### config.mk
export PLATFORM = sky130hd
export DESIGN_NAME = uart_tx_fifo
export DESIGN_NICKNAME = d
export VERILOG_FILES = /design/src/rtl/uart_tx_fifo.sv
export SDC_FILE = /design/constraint.sdc
export NUM_CORES = 1
export LEC_CHECK = 0
export ABC_AREA = 1
export CELL_PAD_IN_SITES_DETAIL_PLACEMENT = 0
export CELL_PAD_IN_SITES_GLOBAL_PLACEMENT = 1
export CORE_MARGIN = 3
export CORE_UTILIZATION = 48
export DETAILED_ROUTE_END_ITERATION = 16
export PLACE_DENSITY = 0.83
export SLEW_MARGIN = 0
export SYNTH_ARGS = -nofsm -noshare
export SYNTH_HDL_FRONTEND = slang
export SYNTH_SLANG_ARGS = --single-unit
### constraint.sdc
create_clock -name UartClock -period 2.4 [get_ports UartClock]
set_clock_uncertainty 0.15 [all_clocks]
set_input_delay 0.24 -clock UartClock [delete_from_list [all_inputs] [get_ports UartClock]]
set_output_delay 0.24 -clock UartClock [all_outputs]
set_load 0.01 [all_outputs]
### src/rtl/uart_tx_fifo.sv
// Transmit FIFO between the CPU write port and the UART transmitter.
// First-word-fall-through head, saturated occupancy count and a sticky overflow flag.
module uart_tx_fifo #(
    parameter int DATA_W = 8,
    parameter int ADDR_W = 4
) (
    input  logic              UartClock,
    input  logic              Reset_n,
    input  logic [DATA_W-1:0] WrData,
    input  logic              Dev11_Load,
    input  logic              TFdataRead,
    input  logic              ClearTF,
    output logic [DATA_W-1:0] TxData,
    output logic              TxValid,
    output logic [ADDR_W-1:0] TFcount,
    output logic              TFfull,
    output logic              TFoverflow
);
    localparam int DEPTH = 2 ** ADDR_W;
    localparam logic [ADDR_W:0] FULL_CNT = (ADDR_W + 1)'(DEPTH);

    logic [DATA_W-1:0] mem_q [DEPTH];
    logic [ADDR_W-1:0] wr_ptr_q, wr_ptr_d;
    logic [ADDR_W-1:0] rd_ptr_q, rd_ptr_d;
    logic [ADDR_W:0]   count_q, count_d;
    logic              ovf_q, ovf_d;
    logic              wr_acc, rd_acc;

    assign TFfull  = (count_q == FULL_CNT);
    assign TxValid = (count_q != '0);

    // A pop frees the slot in the same cycle, so a full FIFO still takes a write alongside a read.
    assign wr_acc = Dev11_Load & (~TFfull | TFdataRead);
    assign rd_acc = TFdataRead & TxValid;

    always_comb begin
        wr_ptr_d = wr_ptr_q;
        rd_ptr_d = rd_ptr_q;
        count_d  = count_q;
        ovf_d    = ovf_q;
        if (ClearTF) begin
            wr_ptr_d = '0;
            rd_ptr_d = '0;
            count_d  = '0;
            ovf_d    = 1'b0;
        end else begin
            if (wr_acc) wr_ptr_d = wr_ptr_q + ADDR_W'(1);
            if (rd_acc) rd_ptr_d = rd_ptr_q + ADDR_W'(1);
            case ({wr_acc, rd_acc})
                2'b10:   count_d = count_q + (ADDR_W + 1)'(1);
                2'b01:   count_d = count_q - (ADDR_W + 1)'(1);
                default: count_d = count_q;
            endcase
            if (Dev11_Load && !wr_acc) ovf_d = 1'b1;
        end
    end

    always_ff @(posedge UartClock) begin
        if (!Reset_n) begin
            wr_ptr_q <= '0;
            rd_ptr_q <= '0;
            count_q  <= '0;
            ovf_q    <= 1'b0;
        end else begin
            wr_ptr_q <= wr_ptr_d;
            rd_ptr_q <= rd_ptr_d;
            count_q  <= count_d;
            ovf_q    <= ovf_d;
        end
    end

    // Storage is not reset; writes are suppressed while a reset or flush is in effect.
    always_ff @(posedge UartClock) begin
        if (Reset_n && !ClearTF && wr_acc)
            mem_q[wr_ptr_q] <= WrData;
    end

    assign TxData     = TxValid ? mem_q[rd_ptr_q] : '0;
    assign TFcount    = TFfull ? '1 : count_q[ADDR_W-1:0];
    assign TFoverflow = ovf_q;
endmodule

==> metrics.yaml <==
synthesis:
  synth_seq_cells: 146
  synth.cell_area_sq_mm: 0.00622
  netlist_instances: 575
  synth_top_area_cell: "edfxtp_1"
  synth_top_area_share_pct: 61.7
  yosys_warnings: 0
  yosysSeqAreaShare_pct: 67.5
  ys_types: 22
  avgSynthCellArea_sq_um: 10.8
  syn-num-nets: 597
  synthTopCellsByArea: "edfxtp_1 62%, nand2_1 11%, nand3_1 8.6%"
critical_path:
  cp-end-kind: "output pin"
  crit_path_frequent_cell: "nand2_1"
  arrival_ns: 1.97
  critPathMaxFanout: 20
  start_kind: "register"
  slowest_delay_ns: 0.38
  required_ns: 2.01
  crit_chain: "inv_4 > buf_12 > nand2_1 > nand3_1 > nand3_1 > nand2_1 > nand2_1 > a21oi_1 > clkdlybuf4s15_1"
  crit_type: "register to output pin"
  slowest_stage: "dfxtp_4"
layout:
  diodes: 0
  drive_gt1_share_pct: 12.5
  layout.nets: 651
  area_growth_pct: 20.1
  postLayoutCoreUtil_pct: 60.5
  nFillCells: 1033
clock_network:
  max-clock-path-buffers: 2
  clock-root-buffer: "clkbuf_16"
  clkTransAtPathRegs_ns: 0.06
  clock-sinks: 146
  numCtsBuffers: 17
  cts_tree: "done"
  hold_buffers: 0
  insertion_delay_ns: 0.41
  htreeDepth: 4
routing:
  num_vias: 4227
  drc_errors: 0
  wl_mm: 12.9
  drt-initial-drc-count: 333
  drtAntennaViolNets: 0
  wl_per_cell_um: 16.0
  via_per_inst: 5.22
  dr.pass1.iters: 5
timing:
  worst_pin_slew_ns: 0.627
  fin_ws_ns: 0.0381
  period_needed_ns: 2.36
  drv_slew: 0
  fmax_ghz: 0.423
  max_slew_margin_pct: 58.1
  hold-worst-slack_ns: 0.346
  setup_viol: 0
  period_share_pct: 98.4
  hold_violations: 0
global_routing:
  grtUsageTotal_pct: 19.1
  grt_pass1_wl_mm: 21.1
  grt-ovfl-total: 0
  grt_antenna_before_repair: 0
  grt_max_degree: 41
  first_global_vias: 4229
pwr:
  ir_drop_v: 0.000463
  p_int_mw: 4.74
  swShare_pct: 22.2
  clkPwrFrac_pct: 44.0
  pwr_density_cell_mw_per_mm2: 816
  p_comb_share_pct: 10.1
  p_leak_nw: 2.87
  p_seq_share_pct: 46.0
  p_switching_mw: 1.36
  p_total_mw: 6.10
hold_path:
  min_path_type: "register to register"
placed_design:
  dpl_worst_slack_ns: 0.0404
  place.gp.congestion: 0.820
  dp_hpwl_mm: 8.41
  portBuffers: 27
run_status:
  status: "finished, final reports clean"
floorplan:
  start_util_pct: 50.4
  core-area_sq_mm: 0.0124
  io_pins: 28
  dieArea_sq_mm: 0.0144
  die_h_um: 120
  num_rows: 40
  dieWidth_um: 120
flow_run:
  cap_violations: 0
-- metrics by stage --
stage                     cells  instance area, sq um  TNS, ns
after CTS                   809                  7400   -0.451
after detailed placement    777                  6790        0
after global routing        810                  7480  -0.0441
after floorplan             575                  6220        0
final                       810                  7480        0
after global placement      777                  6790        0
-- worst paths after layout --
check,startpoint,to,slack (ns),depth (start not counted)
worst max register to register,count_q[2]$_SDFFE_PP0P_,count_q[4]$_SDFFE_PP0P_,0.20,18
worst min register to register,TFoverflow$_SDFFE_PP0P_,TFoverflow$_SDFFE_PP0P_,0.35,2
worst min-delay path,TFoverflow$_SDFFE_PP0P_,TFoverflow$_SDFFE_PP0P_,0.35,2
worst max-delay path,register,TxData[1],0.04,9
-- cell type report --
| class | count | area (sq um) | area share (%) |
|---|---|---|---|
| Timing Repair Buffer | 60 | 588 | 7.86 |
| Tap cell | 168 | 210 | 2.81 |
| Inverter | 29 | 111 | 1.49 |
| Clock inverter | 12 | 163 | 2.18 |
| Sequential cell | 146 | 4210 | 56.3 |
| Clock buffer | 20 | 437 | 5.84 |
| Multi-Input combinational cell | 375 | 1760 | 23.5 |
-- power by group through the flow --
stage | logic [mW] | registers, mW | clock network (mW)
2_1_floorplan | 0.345 | 2.85 | 0
6_report | 0.614 | 2.80 | 2.68
3_3_place_gp | 0.583 | 2.85 | 0
4_1_cts | 0.591 | 2.80 | 2.71
3_5_place_dp | 0.596 | 2.85 | 0
5_1_grt | 0.686 | 2.80 | 2.84
-- flip-flops by register name, summed over array words and instances (netlist names), named ones only --
| signal | cells |
|---|---|
| mem_q | 128 |
| wr_ptr_q | 4 |
| TFoverflow | 1 |
| rd_ptr_q | 4 |
| count_q | 5 |
-- timing repair --
item	4_1_cts	5_1_grt
pin swaps	0	1
gates cloned	0	1
gates resized for setup	10	22
endpoints found under the hold margin	0	0
endpoints found under the setup margin	8	15
buffers inserted	0	0
-- kinds of logic (layout without fill, tap and decap cells) --
| logic type | Yosys count | count (layout) | share of synthesized area, % |
|---|---|---|---|
| simple gates | 330 | 330 | 22.3 |
| buf+inv | 54 | 121 | 5.05 |
| flops | 146 | 146 | 67.5 |
| fa+ha+maj | 9 | 9 | 1.81 |
| compound gates | 30 | 30 | 2.47 |
| xor+xnor | 6 | 6 | 0.844 |
-- synth_stat cells, drive strengths merged --
master,number
a21oi,21
a31oi,1
buf,21
clkbuf,4
dfxtp,18
edfxtp,128
ha,9
inv,29
nand2,193
nand3,107
nand4,1
nor2,27
o21ai,7
o21bai,1
or2,2
xnor2,1
xor2,5
-- critical path: cells and delay by family (launching register included) --
kind / cells / cell delay [ns]
AOI/OAI and AO/OA: 1 / 0.24
buffers and inverters: 3 / 0.57
DFF: 1 / 0.38
and+or+nand+nor: 5 / 0.36
-- per-layer routing --
layer | track usage (%) | vias up | share of wire [%]
li1 | - | 2073 | -
met1 | 24.3 | 2023 | 45
met2 | 31.7 | 120 | 49
met3 | 4.95 | 11 | 4.6
met4 | 6.80 | 0 | 1.1
met5 | 0 | - | 0
-- placed cells by master, fill, tap and decap left out, types with 2 or more instances in the layout --
cell type / n
nand2_1: 190
edfxtp_1: 128
nand3_1: 107
inv_1: 27
buf_4: 26
nor2_1: 23
clkdlybuf4s50_1: 19
a21oi_1: 18
clkbuf_16: 18
dfxtp_1: 14
o21ai_0: 7
ha_1: 7
xor2_1: 5
nor2_2: 4
bufinv_16: 4
clkinv_1: 4
buf_12: 4
a21oi_2: 3
clkbuf_1: 3
dfxtp_2: 3
dlygate4sd2_1: 3
nand2_2: 2
or2_2: 2
ha_4: 2
clkinv_2: 2
dlymetal6s2s_1: 2
clkbuf_2: 2
Power figures use the tool's default switching activity.
